**src/rtl/shader_spi_pkg.sv**
```systemverilog
// Shared definitions for the shader SPI loader.
//   - spi_state_e     : controller states (IDLE, LOW, HIGH, STALL, HOLD)
//   - CLK_DIV_DEFAULT : default SCLK half-period in clk cycles
//   - div_reload()    : reload value for the 8-bit half-period down-counter
package shader_spi_pkg;

    localparam int unsigned CLK_DIV_DEFAULT = 2;

    typedef enum logic [2:0] {
        ST_IDLE,
        ST_LOW,
        ST_HIGH,
        ST_STALL,
        ST_HOLD
    } spi_state_e;

    // The counter runs CLK_DIV-1 down to 0, so the expire strobe lands on
    // the CLK_DIV-th enabled cycle.
    function automatic logic [7:0] div_reload(input int unsigned div);
        return 8'(div - 1);
    endfunction

endpackage

```
**src/rtl/shader_spi_loader_if.sv**
```systemverilog
// Host-side byte stream of the shader SPI loader.
//   tx_valid/tx_data/tx_last/tx_ready : byte handshake towards the SPI link
//   rx_valid/rx_data                  : received byte, one-cycle strobe
//   busy/done                         : frame status
// master = host driving bytes, slave = the loader.
interface shader_spi_loader_if;
    logic       tx_valid;
    logic [7:0] tx_data;
    logic       tx_last;
    logic       tx_ready;
    logic       rx_valid;
    logic [7:0] rx_data;
    logic       busy;
    logic       done;

    modport master (
        output tx_valid, tx_data, tx_last,
        input  tx_ready, rx_valid, rx_data, busy, done
    );

    modport slave (
        input  tx_valid, tx_data, tx_last,
        output tx_ready, rx_valid, rx_data, busy, done
    );
endinterface

```
**src/rtl/spi_half_period_timer.sv**
```systemverilog
// 8-bit down-counter pacing the SPI half periods.
//   clk, rst_n : system clock, asynchronous active-low reset
//   en         : count while high; reloads while low
//   expire     : one-cycle strobe every CLK_DIV enabled cycles
module spi_half_period_timer
    import shader_spi_pkg::*;
#(
    parameter int unsigned CLK_DIV = CLK_DIV_DEFAULT
) (
    input  logic clk,
    input  logic rst_n,
    input  logic en,
    output logic expire
);

    localparam logic [7:0] RELOAD = div_reload(CLK_DIV);

    logic [7:0] cnt_q;
    logic [7:0] cnt_d;

    always_comb begin
        expire = en && (cnt_q == 8'd0);
        cnt_d  = cnt_q;
        // Holding the counter at RELOAD while disabled means the first
        // enabled cycle always starts a full half period.
        if (!en || expire) begin
            cnt_d = RELOAD;
        end else begin
            cnt_d = cnt_q - 8'd1;
        end
    end

    always_ff @(posedge clk or negedge rst_n) begin
        if (!rst_n) begin
            cnt_q <= '0;
        end else begin
            cnt_q <= cnt_d;
        end
    end

endmodule

```
**src/rtl/shader_spi_loader.sv**
```systemverilog
// SPI mode-0 master that streams bytes to a shader chip and returns the
// bytes clocked back on MISO.
//   clk, rst_n  : system clock, asynchronous active-low reset
//   host        : byte stream interface (slave modport)
//   spi_cs      : chip select, active-low
//   spi_sclk    : SPI clock, idle low
//   spi_mosi    : serial data out, MSB first
//   spi_miso    : serial data in, sampled as SCLK rises
module shader_spi_loader
    import shader_spi_pkg::*;
#(
    parameter int unsigned CLK_DIV = CLK_DIV_DEFAULT
) (
    input  logic                 clk,
    input  logic                 rst_n,
    shader_spi_loader_if.slave   host,
    output logic                 spi_cs,
    output logic                 spi_sclk,
    output logic                 spi_mosi,
    input  logic                 spi_miso
);

    spi_state_e state_q, state_d;
    logic [6:0] tx_rem_q, tx_rem_d;     // bits still to send after the one on MOSI
    logic       last_q, last_d;
    logic [2:0] bit_cnt_q, bit_cnt_d;
    logic [7:0] rx_sh_q, rx_sh_d;
    logic [7:0] rx_data_q, rx_data_d;
    logic       rx_valid_q, rx_valid_d;
    logic       done_q, done_d;
    logic       cs_q, cs_d;
    logic       sclk_q, sclk_d;
    logic       mosi_q, mosi_d;
    logic       csw_q, csw_d;           // enforcing minimum CS-high time in IDLE
    logic       tx_ready;
    logic       take;
    logic       timer_en;
    logic       expire;

    assign timer_en = (state_q == ST_LOW) || (state_q == ST_HIGH) ||
                      (state_q == ST_HOLD) || ((state_q == ST_IDLE) && csw_q);

    spi_half_period_timer #(.CLK_DIV(CLK_DIV)) u_timer (
        .clk    (clk),
        .rst_n  (rst_n),
        .en     (timer_en),
        .expire (expire)
    );

    always_comb begin
        state_d    = state_q;
        tx_rem_d   = tx_rem_q;
        last_d     = last_q;
        bit_cnt_d  = bit_cnt_q;
        rx_sh_d    = rx_sh_q;
        rx_data_d  = rx_data_q;
        rx_valid_d = 1'b0;
        done_d     = 1'b0;
        cs_d       = cs_q;
        sclk_d     = sclk_q;
        mosi_d     = mosi_q;
        csw_d      = csw_q;
        tx_ready   = 1'b0;

        case (state_q)
            ST_IDLE: begin
                tx_ready = !csw_q;
                if (csw_q && expire) begin
                    csw_d = 1'b0;
                end
            end
            ST_LOW: begin
                if (expire) begin
                    sclk_d  = 1'b1;
                    rx_sh_d = {rx_sh_q[6:0], spi_miso};
                    state_d = ST_HIGH;
                end
            end
            ST_HIGH: begin
                if (expire) begin
                    sclk_d = 1'b0;
                    if (bit_cnt_q != 3'd0) begin
                        bit_cnt_d = bit_cnt_q - 3'd1;
                        mosi_d    = tx_rem_q[6];
                        tx_rem_d  = {tx_rem_q[5:0], 1'b0};
                        state_d   = ST_LOW;
                    end else begin
                        // rx_sh_q already holds bit 0: it was captured on this bit's rising edge.
                        rx_valid_d = 1'b1;
                        rx_data_d  = rx_sh_q;
                        if (last_q) begin
                            state_d = ST_HOLD;
                        end else begin
                            // Offer the handshake now so a waiting byte follows with no gap;
                            // otherwise park in STALL (overridden below on a handshake).
                            tx_ready = 1'b1;
                            state_d  = ST_STALL;
                        end
                    end
                end
            end
            ST_STALL: begin
                tx_ready = 1'b1;
            end
            ST_HOLD: begin
                if (expire) begin
                    cs_d    = 1'b1;
                    mosi_d  = 1'b0;
                    done_d  = 1'b1;
                    csw_d   = 1'b1;
                    state_d = ST_IDLE;
                end
            end
            default: begin
                state_d = ST_IDLE;
            end
        endcase

        // Byte acceptance is common to IDLE, HIGH exit and STALL.
        take = host.tx_valid && tx_ready;
        if (take) begin
            tx_rem_d  = host.tx_data[6:0];
            last_d    = host.tx_last;
            bit_cnt_d = 3'd7;
            mosi_d    = host.tx_data[7];
            cs_d      = 1'b0;
            sclk_d    = 1'b0;
            state_d   = ST_LOW;
        end
    end

    always_ff @(posedge clk or negedge rst_n) begin
        if (!rst_n) begin
            state_q    <= ST_IDLE;
            tx_rem_q   <= '0;
            last_q     <= 1'b0;
            bit_cnt_q  <= '0;
            rx_sh_q    <= '0;
            rx_data_q  <= '0;
            rx_valid_q <= 1'b0;
            done_q     <= 1'b0;
            cs_q       <= 1'b1;
            sclk_q     <= 1'b0;
            mosi_q     <= 1'b0;
            csw_q      <= 1'b0;
        end else begin
            state_q    <= state_d;
            tx_rem_q   <= tx_rem_d;
            last_q     <= last_d;
            bit_cnt_q  <= bit_cnt_d;
            rx_sh_q    <= rx_sh_d;
            rx_data_q  <= rx_data_d;
            rx_valid_q <= rx_valid_d;
            done_q     <= done_d;
            cs_q       <= cs_d;
            sclk_q     <= sclk_d;
            mosi_q     <= mosi_d;
            csw_q      <= csw_d;
        end
    end

    assign spi_cs        = cs_q;
    assign spi_sclk      = sclk_q;
    assign spi_mosi      = mosi_q;
    assign host.tx_ready = tx_ready;
    assign host.rx_valid = rx_valid_q;
    assign host.rx_data  = rx_data_q;
    assign host.done     = done_q;
    assign host.busy     = (state_q != ST_IDLE);

endmodule

```
**src/flat_wrapper.sv**
```systemverilog
// flat-port wrapper written by rule: the top's interface ports become plain ports
module shader_spi_loader_flat import shader_spi_pkg::*;
#(
    parameter int unsigned CLK_DIV = CLK_DIV_DEFAULT
)
  (clk, rst_n, spi_cs, spi_sclk, spi_mosi, spi_miso, host_tx_valid, host_tx_data, host_tx_last, host_tx_ready, host_rx_valid, host_rx_data, host_busy, host_done);
  shader_spi_loader_if host_i ();
  input  logic clk;
  input  logic rst_n;
  output logic spi_cs;
  output logic spi_sclk;
  output logic spi_mosi;
  input  logic spi_miso;
  input wire logic [$bits(host_i.tx_valid)-1:0] host_tx_valid;
  input wire logic [$bits(host_i.tx_data)-1:0] host_tx_data;
  input wire logic [$bits(host_i.tx_last)-1:0] host_tx_last;
  output wire logic [$bits(host_i.tx_ready)-1:0] host_tx_ready;
  output wire logic [$bits(host_i.rx_valid)-1:0] host_rx_valid;
  output wire logic [$bits(host_i.rx_data)-1:0] host_rx_data;
  output wire logic [$bits(host_i.busy)-1:0] host_busy;
  output wire logic [$bits(host_i.done)-1:0] host_done;
  assign host_i.tx_valid = host_tx_valid;
  assign host_i.tx_data = host_tx_data;
  assign host_i.tx_last = host_tx_last;
  assign host_tx_ready = host_i.tx_ready;
  assign host_rx_valid = host_i.rx_valid;
  assign host_rx_data = host_i.rx_data;
  assign host_busy = host_i.busy;
  assign host_done = host_i.done;
  shader_spi_loader #(.CLK_DIV(CLK_DIV)) u_core (.clk(clk), .rst_n(rst_n), .host(host_i), .spi_cs(spi_cs), .spi_sclk(spi_sclk), .spi_mosi(spi_mosi), .spi_miso(spi_miso));
endmodule
```
**config.mk**
```make
export PLATFORM = sky130hd
export DESIGN_NAME = shader_spi_loader_flat
export DESIGN_NICKNAME = d
export VERILOG_FILES = /design/src/rtl/shader_spi_pkg.sv /design/src/rtl/shader_spi_loader_if.sv /design/src/rtl/spi_half_period_timer.sv /design/src/rtl/shader_spi_loader.sv /design/src/flat_wrapper.sv
export SDC_FILE = /design/constraint.sdc
export NUM_CORES = 1
export LEC_CHECK = 0
export CAP_MARGIN = 20
export CORE_MARGIN = 2
export CORE_UTILIZATION = 49
export DETAILED_ROUTE_END_ITERATION = 10
export GPL_ROUTABILITY_DRIVEN = 1
export PLACE_DENSITY = 0.83
export SYNTH_ARGS = -nofsm -noshare
export SYNTH_HDL_FRONTEND = slang
export SYNTH_SLANG_ARGS = --single-unit
```
**constraint.sdc**
```tcl
create_clock -name clk -period 2.4 [get_ports clk]
set_input_delay 0.72 -clock clk [delete_from_list [all_inputs] [get_ports clk]]
set_output_delay 0.72 -clock clk [all_outputs]
set_load 0.01 [all_outputs]
```
==> run metrics <==
number of buffers added by the clock tree synthesis step=5; height of the die=69.28 um; xor/xnor share of the synthesized area=2.516%; number of endpoints with negative hold slack in the final report=0; final layout net count=269; routed wire length=4836 um; Met3 Wirelength=281 um; number of enable flip-flop cells after synthesis=0; part of the cycle the worst path needs=107.5%; Root Buffer Master=sky130_fd_sc_hd__clkbuf_8; top-level port count=28; RSZ-0062 raised after global routing=true; Area after DPL=0.002620 mm2; worst reg-to-reg path cell count=9; maximum number of pins on one net before global-route repair=38; Final Cell Area=0.002808 mm2; Hold-fix buffers, CTS=0; dominant combinational cell family by area after synthesis=simple AND/OR/NAND/NOR gates; Post-Synthesis Mean Instance Area=10.99 um2; final HPWL from detailed placement=3267 um; Reg-to-Reg Start=u_core.bit_cnt_q[0]; IR drop worst, VDD=approximately 0.00067 V; share of the core filled with cells=69.20%; wire length of the first global-routing pass=7714 um; leading area contributor after synthesis=sky130_fd_sc_hd__dfrtp_1; Synth Warn #=0; highest routed layer=met4; main area contributors after synthesis=sky130_fd_sc_hd__dfrtp_1, sky130_fd_sc_hd__mux2_2, sky130_fd_sc_hd__o211ai_1, sky130_fd_sc_hd__nand2_1, sky130_fd_sc_hd__ha_1; overall fraction of global-route tracks in use=between 10% and 20%; total number of placement rows=23; netlist area before placement=0.002088 mm2; number of global-route vias before repair=1658; routability cong.=0.8513; routed len/inst=15.96 um; nature of the critical path startpoint=flip-flop; Antenna diodes=0; Die Area=0.004800 mm2; most common cell after layout, fill and taps aside=sky130_fd_sc_hd__dfrtp_1; number of endpoints failing setup at the final stage=1; CTS sink cnt=44; leading cell types in the layout, fill and taps excluded=sky130_fd_sc_hd__dfrtp_1, sky130_fd_sc_hd__buf_4, sky130_fd_sc_hd__clkdlybuf4s50_1; via total after detailed routing=1689; chain of cells forming the critical path=inv_2 -> ha_4 -> or3b_4 -> nor4_4 -> or2_4 -> buf_6; Gate Count Post-Synth=190; fill cell count=295; die width=approximately 70 um; worst setup margin=-0.1791 ns; simple logic cell fraction of the synthesized area=about 18%; measured slew at the worst slew-check pin=between 0.7 and 0.8 ns; number of pins exceeding their max-slew limit in the final report=0; DR iter-0 viols=115; signed area change from the synthesized netlist to the final layout=34.45%; sequential fraction of the synthesis area=52.79%; endpoint of the worst register-to-register path=u_core.last_q; number of I/O port buffers=27; violations in the final reports=setup timing; Setup Crit Path Kind=flip-flop to output pin; status=finished, violations left; post-synthesis sequential element count=44; maximum clock rate=387.7 MHz; max-cap viol count=0; final worst clock skew=0.002419 ns; detailed-route wire length on metal 1=between 2000 and 2500 um; data required time of the worst path=1.68 ns; standard cell core area=just over 0.004 mm2; initial standard-cell utilization of the core=between 50% and 60%; register-to-register path setup slack=0.10 ns; GRT overflow=0; crit path max fanout=2; post-detailed-route DRC marker count=0; Max-Slew Margin vs Limit=48.04%; count of H-tree levels built during CTS=2; met2 wire length=roughly 2400 um; CTS Buffer Depth=2; post-synthesis mux area share=a little over a tenth; post-layout min period=2.579 ns; fraction of layout instances using a drive strength above 1=33.20%; Slowest-stage cell, CP=sky130_fd_sc_hd__dfrtp_1; synthesized-area fraction occupied by adder cells=under 10%; number of different library cells in the post-synthesis netlist=39; cell leakage power=1.244 nW; compound-gate portion of the synthesized area=10.67%; Pwr per Cell Area=about 1100 mW/mm2; Antenna Nets Post-Route=0; number of antenna violations at the first check in global routing=0; Clk Latency, worst-skew pair=0.30 ns; proportion of register bits with asynchronous set or reset after synthesis=100.0%; net count of the mapped netlist=around 210; via/cell ratio=5.574; classification of the worst-slack hold path=input port to asynchronous set/reset pin; clock tree from TritonCTS=yes; share of the synthesized area in the top cell type=51.53%; delay of the slowest cell on the worst path=approximately 0.39 ns; arrival time at the worst endpoint=around 1.9 ns; clock slew at reported path FFs=0.08 ns; drt pass-1 iters=4; Worst setup EP type=output pin; Post-synth top flop=sky130_fd_sc_hd__dfrtp_1
==> how the worst max path moves through the flow <==
| stage | from | to | depth (start not counted) |
|---|---|---|---|
| final | u_core.bit_cnt_q[0] | host_tx_ready | 6 |
| after global routing | u_core.bit_cnt_q[0] | host_tx_ready | 6 |
| after CTS | u_core.u_timer.cnt_q[1] | host_tx_ready | 6 |
| after detailed placement | u_core.bit_cnt_q[1] | host_tx_ready | 6 |
| after global placement | u_core.bit_cnt_q[0] | host_tx_ready | 6 |
| after floorplan | u_core.u_timer.cnt_q[4] | host_tx_ready | 4 |
==> cell type report <==
| type | instances | area, um2 | share of cell area, % |
|---|---|---|---|
| Tap cell | 50 | 62.56 | 2.228 |
| Timing Repair Buffer | 64 | 543.0 | 19.34 |
| Inverter | 5 | 18.77 | 0.6684 |
| Sequential cell | 44 | 1102 | 39.26 |
| Clock inverter | 2 | 38.79 | 1.381 |
| Clock buffer | 6 | 82.58 | 2.941 |
| Multi-Input combinational cell | 132 | 959.7 | 34.18 |
==> logic make-up after synthesis <==
group	after synthesis
AO/OA/AOI/OAI	34
multiplexers	19
AND/OR/NAND/NOR	69
flip-flops	44
buffers and inverters	14
XOR/XNOR	6
adder cells (fa/ha/maj)	4
==> repair_timing <==
item | in CTS | in global routing
gates cloned | 0 | 0
endpoints found under the setup margin | 2 | 1
gates resized for setup | 10 | 4
setup buffers | 1 | 4
pin swaps | 3 | 2
endpoints found under the hold margin | 0 | 0
==> power breakdown <==
group | internal (mW) | leakage (nW) | switching (mW)
registers | 0.974 | 0.525 | 0.138
clock network | 0.340 | 0.0614 | 0.256
logic | 0.680 | 0.657 | 0.607
total | 1.99 | 1.24 | 1.00
==> layer usage <==
layer / vias up / GRT usage (%)
li1: 790 / -
met1: 827 / 25.05
met2: 62 / 34.19
met3: 10 / 5.523
met4: 0 / 4.357
met5: - / 0
==> metrics by stage <==
step            TNS (ns)  std cells  power (mW)  setup WS [ns]  hold slack [ns]
4_1_cts          -0.1374        299       2.960        -0.1374           0.5044
6_report         -0.1791        303       2.996        -0.1791           0.4937
2_1_floorplan  -0.009205        190       1.863      -0.009205           0.4244
5_1_grt          -0.2303        303       3.186        -0.2303           0.5397
3_5_place_dp     -0.3430        290       2.329        -0.3430           0.4853
3_3_place_gp     -0.3010        290       2.268        -0.3010           0.4812
==> critical path: cells and delay by family, from the launching register on <==
family | cells | cell delay [ns]
adders and majority gates | 1 | 0.15
DFF | 1 | 0.39
buffers and inverters | 2 | 0.20
and+or+nand+nor | 3 | 0.82
==> flip-flops by register name (all words and copies together), names as in the netlist <==
register / cells
u_core.bit_cnt_q: 3
u_core.host.rx_valid: 1
u_core.host.rx_data: 8
u_core.csw_q: 1
u_core.spi_cs: 1
u_core.u_timer.cnt_q: 8
u_core.host.done: 1
u_core.last_q: 1
u_core.state_q: 3
u_core.tx_rem_q: 7
u_core.spi_sclk: 1
u_core.spi_mosi: 1
u_core.rx_sh_q: 8
==> synthesized netlist by cell type (2+ instances only) <==
library cell               instances
sky130_fd_sc_hd__nand2b_1          3
sky130_fd_sc_hd__a21oi_1           8
sky130_fd_sc_hd__xnor2_1           4
sky130_fd_sc_hd__nand4_1           2
sky130_fd_sc_hd__clkbuf_1          5
sky130_fd_sc_hd__inv_1             5
sky130_fd_sc_hd__xor2_1            2
sky130_fd_sc_hd__or3b_2            3
sky130_fd_sc_hd__or2_2             4
sky130_fd_sc_hd__o21ai_0           5
sky130_fd_sc_hd__or3_1             2
sky130_fd_sc_hd__mux2_4            2
sky130_fd_sc_hd__nor3_1            2
sky130_fd_sc_hd__mux2_2           17
sky130_fd_sc_hd__dfrtp_1          43
sky130_fd_sc_hd__ha_1              4
sky130_fd_sc_hd__o21a_1            3
sky130_fd_sc_hd__nor4_1            2
sky130_fd_sc_hd__buf_2             2
sky130_fd_sc_hd__nand2_1          22
sky130_fd_sc_hd__o31a_1            2
sky130_fd_sc_hd__nor2_1           13
sky130_fd_sc_hd__nor2b_1           3
sky130_fd_sc_hd__and3_1            3
sky130_fd_sc_hd__o211ai_1         13
sky130_fd_sc_hd__nand3_1           3
(Power assumes the default switching activity.)
